==> config.mk <==
export PLATFORM = sky130hd
export DESIGN_NAME = apb4_crc_stream_flat
export DESIGN_NICKNAME = d
export VERILOG_FILES = /design/src/rtl/apb4_crc_stream_if.sv /design/src/rtl/apb4_crc_stream.sv /design/src/flat_wrapper.sv
export SDC_FILE = /design/constraint.sdc
export NUM_CORES = 1
export LEC_CHECK = 0
export CORE_MARGIN = 4
export CORE_UTILIZATION = 51
export DETAILED_ROUTE_END_ITERATION = 7
export PLACE_DENSITY = 0.73
export REMOVE_ABC_BUFFERS = 1
export SYNTH_ARGS = -nofsm -noshare
export SYNTH_HDL_FRONTEND = slang
export SYNTH_SLANG_ARGS = --single-unit
==> constraint.sdc <==
create_clock -name apb4_pclk -period 5 [get_ports apb4_pclk]
set_input_delay 1 -clock apb4_pclk [delete_from_list [all_inputs] [get_ports apb4_pclk]]
set_output_delay 1 -clock apb4_pclk [all_outputs]
set_load 0.05 [all_outputs]
==> src/rtl/apb4_crc_stream_if.sv <==
// APB4 bus bundle shared by the apb4_* peripherals.
//   pclk/presetn      : clock, asynchronous active-low reset
//   paddr/pwdata      : address and write data (master -> slave)
//   psel/penable/pwrite: transfer control (master -> slave)
//   prdata/pready/pslverr: read data and response (slave -> master)
interface apb4_if;
  logic        pclk;
  logic        presetn;
  logic [31:0] paddr;
  logic        psel;
  logic        penable;
  logic        pwrite;
  logic [31:0] pwdata;
  logic [31:0] prdata;
  logic        pready;
  logic        pslverr;

  modport slave (
    input  pclk, presetn, paddr, psel, penable, pwrite, pwdata,
    output prdata, pready, pslverr
  );

  modport master (
    output paddr, psel, penable, pwrite, pwdata,
    input  pclk, presetn, prdata, pready, pslverr
  );
endinterface

==> src/rtl/apb4_crc_stream.sv <==
// Streaming CRC engine on APB4: programmable polynomial/width (8/16/32),
// input word FIFO, one byte per cycle, busy/overflow status, done interrupt.
//   apb4  : APB4 slave port (clock, reset, register access)
//   irq_o : level interrupt, CTRL.ie & STAT.done
module apb4_crc_stream #(
  parameter int unsigned FIFO_DEPTH = 8
) (
  apb4_if.slave apb4,
  output logic  irq_o
);

  localparam int unsigned PTR_W    = $clog2(FIFO_DEPTH);
  localparam int unsigned CNT_W    = $clog2(FIFO_DEPTH + 1);
  localparam int unsigned ENTRY_W  = 34;
  localparam logic [31:0] POLY_RST = 32'h04C1_1DB7;

  // Processing aligns the CRC to bit 31 so one datapath serves all widths.
  function automatic logic [4:0] align_sh(input logic [1:0] crcw);
    case (crcw)
      2'd0:    return 5'd24;
      2'd1:    return 5'd16;
      default: return 5'd0;
    endcase
  endfunction

  function automatic logic [31:0] rev32(input logic [31:0] x);
    logic [31:0] r;
    for (int i = 0; i < 32; i++) r[i] = x[31-i];
    return r;
  endfunction

  function automatic logic [7:0] rev8(input logic [7:0] x);
    logic [7:0] r;
    for (int i = 0; i < 8; i++) r[i] = x[7-i];
    return r;
  endfunction

  function automatic logic [31:0] crc_step(input logic [31:0] crc, input logic [7:0] b,
                                           input logic [31:0] poly, input logic [4:0] sh);
    logic [31:0] c;
    logic [31:0] p;
    c = (crc << sh) ^ {b, 24'h0};
    p = poly << sh;
    for (int i = 0; i < 8; i++) c = c[31] ? ((c << 1) ^ p) : (c << 1);
    return c >> sh;
  endfunction

  logic               en_q, en_d, revin_q, revin_d, revout_q, revout_d, ie_q, ie_d;
  logic [1:0]         crcw_q, crcw_d, size_q, size_d;
  logic [31:0]        init_q, init_d, xorv_q, xorv_d, poly_q, poly_d, crc_q, crc_d;
  logic               ovf_q, ovf_d, done_q, done_d, irq_q;
  logic [ENTRY_W-1:0] mem_q [FIFO_DEPTH];
  logic [ENTRY_W-1:0] mem_d [FIFO_DEPTH];
  logic [PTR_W-1:0]   wr_ptr_q, wr_ptr_d, rd_ptr_q, rd_ptr_d;
  logic [CNT_W-1:0]   count_q, count_d;
  logic [31:0]        word_q, word_d;
  logic [2:0]         left_q, left_d;

  logic               wr_hs_c, rd_hs_c, clr_c, push_c, push_ok_c, pop_c, retire_c, last_c;
  logic               busy_c, empty_c, full_c;
  logic [3:0]         idx_c;
  logic [ENTRY_W-1:0] head_c;
  logic [7:0]         byte_c;
  logic [31:0]        mask_c, crc_m_c, res_c;
  logic               unused_c;

  assign wr_hs_c   = apb4.psel & apb4.penable & apb4.pwrite;
  assign rd_hs_c   = apb4.psel & apb4.penable & ~apb4.pwrite;
  assign idx_c     = apb4.paddr[5:2];
  assign unused_c  = ^{apb4.paddr[31:6], apb4.paddr[1:0]};
  assign clr_c     = wr_hs_c & (idx_c == 4'd0) & apb4.pwdata[8];
  assign push_c    = wr_hs_c & (idx_c == 4'd4);
  assign empty_c   = (count_q == '0);
  assign full_c    = (count_q == CNT_W'(FIFO_DEPTH));
  assign push_ok_c = push_c & ~full_c;
  assign busy_c    = (left_q != 3'd0);
  assign last_c    = (left_q == 3'd1);
  assign retire_c  = en_q & busy_c;
  // Pop on the last byte too, so back-to-back words leave no bubble.
  assign pop_c     = en_q & ~empty_c & (~busy_c | last_c) & ~clr_c;
  assign head_c    = mem_q[rd_ptr_q];
  assign byte_c    = revin_q ? rev8(word_q[31:24]) : word_q[31:24];
  assign mask_c    = 32'hFFFF_FFFF >> align_sh(crcw_q);
  assign crc_m_c   = crc_q & mask_c;
  assign res_c     = ((revout_q ? (rev32(crc_m_c) >> align_sh(crcw_q)) : crc_m_c) ^ xorv_q) & mask_c;

  // Next-state: register writes, FIFO, engine, then clr overrides.
  always_comb begin
    en_d = en_q; revin_d = revin_q; revout_d = revout_q; ie_d = ie_q;
    crcw_d = crcw_q; size_d = size_q;
    init_d = init_q; xorv_d = xorv_q; poly_d = poly_q; crc_d = crc_q;
    ovf_d = ovf_q; done_d = done_q;
    mem_d = mem_q; wr_ptr_d = wr_ptr_q; rd_ptr_d = rd_ptr_q; count_d = count_q;
    word_d = word_q; left_d = left_q;

    if (wr_hs_c) begin
      case (idx_c)
        4'd0: begin
          en_d     = apb4.pwdata[0];
          revin_d  = apb4.pwdata[1];
          revout_d = apb4.pwdata[2];
          crcw_d   = apb4.pwdata[4:3];
          size_d   = apb4.pwdata[6:5];
          ie_d     = apb4.pwdata[7];
        end
        4'd1: init_d = apb4.pwdata;
        4'd2: xorv_d = apb4.pwdata;
        4'd3: poly_d = apb4.pwdata;
        4'd6: begin
          if (apb4.pwdata[3]) ovf_d = 1'b0;
          if (apb4.pwdata[4]) done_d = 1'b0;
        end
        default: ;
      endcase
    end

    if (push_c && full_c) ovf_d = 1'b1;
    if (push_ok_c) begin
      mem_d[wr_ptr_q] = {size_q, apb4.pwdata};
      wr_ptr_d        = wr_ptr_q + PTR_W'(1);
    end
    if (pop_c) rd_ptr_d = rd_ptr_q + PTR_W'(1);
    if (push_ok_c && !pop_c) count_d = count_q + CNT_W'(1);
    else if (!push_ok_c && pop_c) count_d = count_q - CNT_W'(1);

    if (retire_c) begin
      crc_d  = crc_step(crc_q, byte_c, poly_q, align_sh(crcw_q));
      word_d = word_q << 8;
      left_d = left_q - 3'd1;
      if (last_c && !pop_c) done_d = 1'b1;
    end
    // Left-justify the valid bytes so the first one sits in [31:24].
    if (pop_c) begin
      word_d = head_c[31:0] << {~head_c[33:32], 3'b000};
      left_d = {1'b0, head_c[33:32]} + 3'd1;
    end

    if (clr_c) begin
      wr_ptr_d = '0;
      rd_ptr_d = '0;
      count_d  = '0;
      left_d   = 3'd0;
      crc_d    = init_q & (32'hFFFF_FFFF >> align_sh(apb4.pwdata[4:3]));
      done_d   = 1'b0;
      ovf_d    = 1'b0;
    end
  end

  always_ff @(posedge apb4.pclk or negedge apb4.presetn) begin
    if (!apb4.presetn) begin
      en_q <= 1'b0; revin_q <= 1'b0; revout_q <= 1'b0; ie_q <= 1'b0;
      crcw_q <= 2'd0; size_q <= 2'd0;
      init_q <= '0; xorv_q <= '0; poly_q <= POLY_RST; crc_q <= '0;
      ovf_q <= 1'b0; done_q <= 1'b0; irq_q <= 1'b0;
      mem_q <= '{default: '0};
      wr_ptr_q <= '0; rd_ptr_q <= '0; count_q <= '0;
      word_q <= '0; left_q <= 3'd0;
    end else begin
      en_q <= en_d; revin_q <= revin_d; revout_q <= revout_d; ie_q <= ie_d;
      crcw_q <= crcw_d; size_q <= size_d;
      init_q <= init_d; xorv_q <= xorv_d; poly_q <= poly_d; crc_q <= crc_d;
      ovf_q <= ovf_d; done_q <= done_d; irq_q <= ie_d & done_d;
      mem_q <= mem_d;
      wr_ptr_q <= wr_ptr_d; rd_ptr_q <= rd_ptr_d; count_q <= count_d;
      word_q <= word_d; left_q <= left_d;
    end
  end

  // APB read data is combinational within the access phase.
  always_comb begin
    apb4.prdata = 32'h0;
    if (rd_hs_c) begin
      case (idx_c)
        4'd0: apb4.prdata = {24'h0, ie_q, size_q, crcw_q, revout_q, revin_q, en_q};
        4'd1: apb4.prdata = init_q;
        4'd2: apb4.prdata = xorv_q;
        4'd3: apb4.prdata = poly_q;
        4'd5: apb4.prdata = res_c;
        4'd6: apb4.prdata = {16'h0, 8'(count_q), 3'b000, done_q, ovf_q, full_c, empty_c, busy_c};
        default: apb4.prdata = 32'h0;
      endcase
    end
  end

  assign apb4.pready  = 1'b1;
  assign apb4.pslverr = 1'b0;
  assign irq_o        = irq_q;

endmodule

==> src/flat_wrapper.sv <==
// flat-port wrapper written by rule: the top's interface ports become plain ports
module apb4_crc_stream_flat 
#(
  parameter int unsigned FIFO_DEPTH = 8
)
  (irq_o, apb4_pclk, apb4_presetn, apb4_paddr, apb4_psel, apb4_penable, apb4_pwrite, apb4_pwdata, apb4_prdata, apb4_pready, apb4_pslverr);
  apb4_if apb4_i ();
  output logic irq_o;
  input wire logic [$bits(apb4_i.pclk)-1:0] apb4_pclk;
  input wire logic [$bits(apb4_i.presetn)-1:0] apb4_presetn;
  input wire logic [$bits(apb4_i.paddr)-1:0] apb4_paddr;
  input wire logic [$bits(apb4_i.psel)-1:0] apb4_psel;
  input wire logic [$bits(apb4_i.penable)-1:0] apb4_penable;
  input wire logic [$bits(apb4_i.pwrite)-1:0] apb4_pwrite;
  input wire logic [$bits(apb4_i.pwdata)-1:0] apb4_pwdata;
  output wire logic [$bits(apb4_i.prdata)-1:0] apb4_prdata;
  output wire logic [$bits(apb4_i.pready)-1:0] apb4_pready;
  output wire logic [$bits(apb4_i.pslverr)-1:0] apb4_pslverr;
  assign apb4_i.pclk = apb4_pclk;
  assign apb4_i.presetn = apb4_presetn;
  assign apb4_i.paddr = apb4_paddr;
  assign apb4_i.psel = apb4_psel;
  assign apb4_i.penable = apb4_penable;
  assign apb4_i.pwrite = apb4_pwrite;
  assign apb4_i.pwdata = apb4_pwdata;
  assign apb4_prdata = apb4_i.prdata;
  assign apb4_pready = apb4_i.pready;
  assign apb4_pslverr = apb4_i.pslverr;
  apb4_crc_stream #(.FIFO_DEPTH(FIFO_DEPTH)) u_core (.apb4(apb4_i), .irq_o(irq_o));
endmodule
Word level (Yosys, flattened, before mapping)
Cells that the tools add are included.

operators by class
  magnitude comparators = 3
  bitwise logic cells = 34
  eq/ne operators = 10
  add/subtract/negate cells = 6
  reduce and logical (&&, ||, !) cells = 26
  muxes and demuxes = 49
  shift operators = 7

operator list
  cell                                                count
  two-way mux 32 bit                                  14
  bitwise XOR 32 bit                                  10
  bitwise mux 272 bit                                 1
  one-hot mux 32 bit (6 select lines)                 1
  binary-select mux 34 bit (select 3 bit)             1
  demux 34 bit (select 3 bit)                         1
  two-way mux 34 bit                                  3
  bitwise AND 32 bit                                  3
  << shifter 32 x 5 -> 32 bit                         3
  >> shifter 32 x 5 -> 32 bit                         2
  >> shifter 32 x 5 -> 32 bit (first input constant)  2
  two-way mux 3 bit                                   7
  one-hot mux 5 bit (2 select lines)                  2
  nonzero test 3 bit                                  6
  two-way mux 1 bit                                   13
  bitwise AND 1 bit                                   12
  == test 4 x 3 -> 1 bit (second input constant)      3
  two-way mux 4 bit                                   3
  two-way mux 5 bit                                   2
  == test 4 x 2 -> 1 bit (second input constant)      2
  >= comparator 4 bit (second input constant)         2
  zero test 4 bit                                     2
  two-way mux 8 bit                                   1
  inverter 3 -> 4 bit                                 2
  19 further kinds                                    37

word-level totals
  output and inout bits = 35
  bits in registers = 456
  input bits = 69
  logic and storage cells = 161

Depth between registers and ports, before layout
  depth in word-level cells = 24
  mapped depth = 22
  mapped depth without buffers = 15

Worst setup path before layout
No wires, ideal clock.

  path kind = register to output
  start point = register u_core.crcw_q[1]
  end point = output port apb4_prdata[21]
  arrival = 3.378 ns
  cell stages (with the launch flop) = 13
  path buffers = 9
  data required time = 4.000 ns
  path slack = 0.622 ns
  cells stage by stage = dfrtp_1 buf_6 buf_6 buf_2 buf_1 buf_1 clkbuf_1 clkbuf_1 and2_1 clkbuf_1 clkbuf_1 a21oi_1 nor2_1

between the ends
  cells in the longest elaborated chain, start to end = 10
  elaborated cells between the ends (all ways) = 11
  those cells by class = eq/ne (1); shift (2); mux (4); bitwise (3); reduce/logical (1)

RTL lines
  element                                                           line                    text
  start, declared                                                   apb4_crc_stream.sv:49   logic [1:0] crcw_q, crcw_d, size_q, size_d;
  start signal, assigned                                            apb4_crc_stream.sv:160  crcw_q <= crcw_d; size_q <= size_d;
  == test 2 x 1 -> 1 bit / zero test 2 bit (equally long branches)  apb4_crc_stream.sv:19   case (crcw)
  one-hot mux 5 bit (2 select lines) *                              apb4_crc_stream.sv:19
  >> shifter 32 x 5 -> 32 bit                                       apb4_crc_stream.sv:83   assign mask_c = 32'hFFFF_FFFF >> align_sh(crcw_q);
  bitwise AND 32 bit                                                apb4_crc_stream.sv:84   assign crc_m_c = crc_q & mask_c;
  >> shifter 32 x 5 -> 32 bit                                       apb4_crc_stream.sv:85   assign res_c = ((revout_q ? (rev32(crc_m_c) >> align_sh(crcw_q)) : crc_m_c) ^ xorv_q) & mask_c;
  two-way mux 32 bit                                                apb4_crc_stream.sv:85
  bitwise XOR 32 bit                                                apb4_crc_stream.sv:85
  bitwise AND 32 bit *                                              apb4_crc_stream.sv:85
  one-hot mux 32 bit (6 select lines) *                             apb4_crc_stream.sv:173  case (idx_c)
  two-way mux 32 bit *                                              apb4_crc_stream.sv:172  if (rd_hs_c) begin
  end, declared                                                     flat_wrapper.sv:16      output wire logic [$bits(apb4_i.prdata)-1:0] apb4_prdata;

Every way passes the cells marked *; elsewhere a longest branch is shown, timed or not.

Final worst setup path
  start point = register u_core.crcw_q[0]
  end point = register u_core.crc_q[31]

between the ends
  cells in the longest elaborated chain, start to end = 24
  elaborated cells between the ends (all ways) = 26
  those cells by class = eq/ne (1); shift (3); mux (12); bitwise (9); reduce/logical (1)

RTL lines
  element                                                           line                    text
  == test 2 x 1 -> 1 bit / zero test 2 bit (equally long branches)  apb4_crc_stream.sv:19
  one-hot mux 5 bit (2 select lines) *                              apb4_crc_stream.sv:19
  two-way mux 5 bit *                                               apb4_crc_stream.sv:126  if (retire_c) begin
  << shifter 32 x 5 -> 32 bit                                       apb4_crc_stream.sv:42   c = (crc << sh) ^ {b, 24'h0};
  bitwise XOR 32 bit                                                apb4_crc_stream.sv:42
  bitwise XOR 32 bit                                                apb4_crc_stream.sv:44   for (int i = 0; i < 8; i++) c = c[31] ? ((c << 1) ^ p) : (c << 1);
  two-way mux 32 bit                                                apb4_crc_stream.sv:44
  bitwise XOR 32 bit                                                apb4_crc_stream.sv:44
  [... 8 more ...]                                                  n/a
  two-way mux 32 bit                                                apb4_crc_stream.sv:44
  bitwise XOR 32 bit                                                apb4_crc_stream.sv:44
  two-way mux 32 bit                                                apb4_crc_stream.sv:44
  bitwise XOR 32 bit                                                apb4_crc_stream.sv:44
  two-way mux 32 bit                                                apb4_crc_stream.sv:44
  >> shifter 32 x 5 -> 32 bit *                                     apb4_crc_stream.sv:45   return c >> sh;
  two-way mux 32 bit *                                              apb4_crc_stream.sv:126
  two-way mux 32 bit *                                              apb4_crc_stream.sv:138  if (clr_c) begin
  end signal, assigned                                              apb4_crc_stream.sv:161  init_q <= init_d; xorv_q <= xorv_d; poly_q <= poly_d; crc_q <= crc_d;
  end, declared                                                     apb4_crc_stream.sv:50   logic [31:0] init_q, init_d, xorv_q, xorv_d, poly_q, poly_d, crc_q, crc_d;

Every way passes the cells marked *; elsewhere a longest branch is shown, timed or not. The select of a mux whose other input is x is not followed.
A chain may end at the register's enable or synchronous reset.

==> flow_metrics.py <==
metrics = {
    "outcome": {
        "status": "finished, final reports clean",
    },
    "synth": {
        "synth_seq_cells": 456,
        "ys_types": 88,
        "yosysTopAreaCell": "dfrtp_1",
        "synth_top_area_frac": 0.3981,
        "async_flop_share": 1.000,
        "netlist_instances": 2590,
        "synth-edff-count": 0,
        "synth.top_cells.by_area": "dfrtp_1, mux2_2, mux4_2, xnor2_1, nand2_1",
        "ys.flop_type": "dfrtp_1",
        "avgSynthCellArea_um2": 10.73,
        "yosys-top-cells-count": "dfrtp_1, mux2_2, nand2_1",
        "synth-seq-area-share": 0.4114,
        "netlist_area_um2": 27780,
        "synth_most_common_cell": "dfrtp_1",
        "synth_warnings": 0,
    },
    "grt": {
        "grt_pass1_wl_um": 131500,
        "first_global_vias": 21880,
        "track_usage": 0.2927,
        "grt-ovfl-total": 0,
        "grt_max_degree": 119,
        "antenna_found_initial": 1,
    },
    "finish": {
        "drive_gt1_frac": 0.3153,
        "instances_no_fill": 3379,
        "final_area_um2": 31850,
        "antennaDiodeCount": 0,
        "area_growth_pct": 14.64,
        "multi_input_area_um2": 15550,
        "seq_area_um2": 11440,
        "fin_nets": 2726,
        "nFillCells": 4358,
    },
    "critical_path": {
        "crit_arrival_ns": 5.25,
        "start_kind": "register",
        "timing.critical_path.buf_inv": 4,
        "cpPeakStageDelay_ns": 0.48,
        "cp_slowest_cell": "dfrtp_2",
        "cpMostUsedCell": "buf_4",
        "path_cells": "buf_4, mux2i_2, a211oi_4, o211a_1, or3_4, a2111oi_4, a221o_2, a22oi_1, a41o_1, a221oi_2, xnor2_1, or3b_4, buf_12, buf_4, nand2_1, buf_4, nor3_1, mux2i_1, a21oi_1",
        "cp.required_ns": 5.41,
        "cp_top_family": "compound AO/OA/AOI/OAI gates",
        "cp_max_fo": 19,
        "end_kind": "register",
        "crit_type": "reg2reg",
    },
    "route": {
        "drtPass1Iterations": 6,
        "postRouteAntennaNets": 0,
        "drtIter0Drc": 1944,
        "vias": 21420,
        "vias_per_cell": 6.339,
        "drc": 0,
        "routed_wl_um": 85700,
        "routedWlPerCell_um": 25.36,
    },
    "job": {
        "cap_violations": 0,
    },
    "power": {
        "swShare": 0.4371,
        "clkPwrFrac": 0.172,
        "powerDensity_nw_per_um2": 631.2,
        "power.internal_w": 0.01132,
        "power_leakage_nw": 14.11,
        "p_sw_w": 0.008787,
        "comb_power_share": 0.596,
        "power_frac_seq": 0.233,
        "ir_worst_vdd_uv": 781.4,
    },
    "floorplan": {
        "ios": 104,
        "fp.dieW_um": 241.4,
        "start_util": 0.5152,
        "die_h_um": 241.4,
        "core-area_um2": 53920,
        "fp.dieArea_um2": 58270,
        "rows": 85,
    },
    "sta": {
        "tightest_slew_ns": 1.078,
        "final.setup.tns_ns": 0,
        "timing.fmax_mhz": 207.0,
        "finalHoldViolations": 0,
        "final-max-slew-violation-count": 0,
        "min_period_over_period": 0.9664,
        "finalSetupViolations": 0,
        "maxSlewHeadroom": 0.2789,
        "min_period_ns": 4.832,
        "skew_ns": 0.01006,
    },
    "clock_tree": {
        "clk_latency_ns": 0.55,
        "cts_buffers": 45,
        "cts_tree": "yes",
        "cts.clk_slew.worst_paths_ns": 0.06,
        "htree_levels": 2,
        "clock_sinks": 456,
        "clock_path_buffers": 3,
        "cts_root_buf": "clkbuf_16",
    },
    "place": {
        "gp_congestion": 0.9950,
        "portBuffers": 73,
        "dp_hpwl_um": 59470,
        "post-place-cells": 3288,
        "postPlaceCellArea_um2": 30160,
    },
    "min_path": {
        "min-delay-path-class": "in2async",
    },
}
## final timing paths
kind                                       start                end  slack, ns  depth (start not counted)
worst max-delay path            u_core.crcw_q[0]   u_core.crc_q[31]       0.17                         19
worst min-delay path                apb4_presetn   u_core.mem_q[39]       0.47                          1
worst max register to register  u_core.crcw_q[0]   u_core.crc_q[31]       0.17                         19
worst min register to register  u_core.word_q[1]   u_core.word_q[1]       0.49                          2
max in group asynchronous           apb4_presetn  u_core.xorv_q[28]       3.32                          2
min in group apb4_pclk          u_core.word_q[1]   u_core.word_q[1]       0.49                          2
## layer usage
metal	part of all wire	vias up	global-route usage
met1	0.40	10950	0.3905
met4	0.046	0	0.1248
li1	-	9360	-
met3	0.063	210	0.04064
met2	0.49	897	0.4839
met5	0	-	0
## through the flow
stage / hold WS (ns) / utilization / total power (W) / worst slack, ns
after floorplan: 0.4496 / - / 0.01160 / -2.588
after global placement: 0.4646 / 0.5594 / 0.01591 / 0.1352
after detailed placement: 0.4795 / 0.5594 / 0.01610 / 0.07954
after CTS: 0.4930 / 0.5873 / 0.01962 / 0.04261
after global routing: 0.5150 / 0.5906 / 0.02099 / -0.04215
final: 0.4677 / 0.5906 / 0.02010 / 0.1681
## kinds of logic after synthesis
group | after synthesis | share of synthesized area
XOR/XNOR | 250 | 0.08863
adder cells (fa/ha/maj) | 10 | 0.004774
buffers and inverters | 245 | 0.03621
flip-flops | 456 | 0.4114
AO/OA/AOI/OAI | 424 | 0.1021
AND/OR/NAND/NOR | 630 | 0.09782
other | 2 | 0.0002703
multiplexers | 573 | 0.2588
## area by class of cell
cell class,instances,area share
multi-input cells,1889,0.4881
clock inverters,12,0.004557
clock buffers,71,0.04259
repair buffers,242,0.07673
flip-flops and latches,456,0.3591
inverters,13,0.001532
well taps,696,0.02734
## power by group through the flow
stage	Sequential, W	Clock (W)	Combinational [W]
floorplan	0.00475	0	0.00684
global placement	0.00469	0	0.0112
detailed placement	0.00472	0	0.0114
CTS	0.00465	0.00350	0.0115
global route	0.00472	0.00366	0.0126
finish	0.00468	0.00345	0.0120
## flip-flops by register name, summed over array words and instances, names as in the netlist, 2 cells and up
register / cells
u_core.count_q: 4
u_core.crc_q: 32
u_core.crcw_q: 2
u_core.init_q: 32
u_core.left_q: 3
u_core.mem_q: 272
u_core.poly_q: 32
u_core.rd_ptr_q: 3
u_core.size_q: 2
u_core.word_q: 32
u_core.wr_ptr_q: 3
u_core.xorv_q: 32
## worst register-to-register path: cells and delay by family (launching register included)
family	cells	cell delay, ns
AOI/OAI and AO/OA	8	1.77
and+or+nand+nor	4	0.97
muxes	2	0.70
buffers and inverters	4	0.61
DFF	1	0.48
xor gates and xnor gates	1	0.17
## placed cells by master, fill, tap and decap left out, types with 12 or more instances in the layout
cell type / instances
mux4_2: 74
clkbuf_1: 15
a22oi_1: 53
a221oi_1: 16
o22ai_1: 22
xor2_1: 41
clkbuf_16: 47
mux2i_1: 83
xnor3_1: 12
nor3_1: 16
o21a_1: 14
nor2_1: 164
xnor2_1: 183
o21ai_1: 16
buf_12: 42
o21ai_0: 54
a21oi_1: 107
clkdlybuf4s50_1: 38
dfrtp_1: 437
nand3_1: 38
o211ai_1: 16
nor2b_1: 12
a31oi_1: 22
a211oi_1: 21
buf_4: 158
mux2_2: 408
nand2_1: 321
dfstp_2: 14
## repair_timing
| item | 4_1_cts | 5_1_grt |
|---|---|---|
| buffers inserted | 0 | 8 |
| endpoints found under the setup margin | 0 | 29 |
| gates resized for setup | 0 | 27 |
| hold buffers | 0 | 0 |
Note: power is estimated with default switching activity, not from simulation.
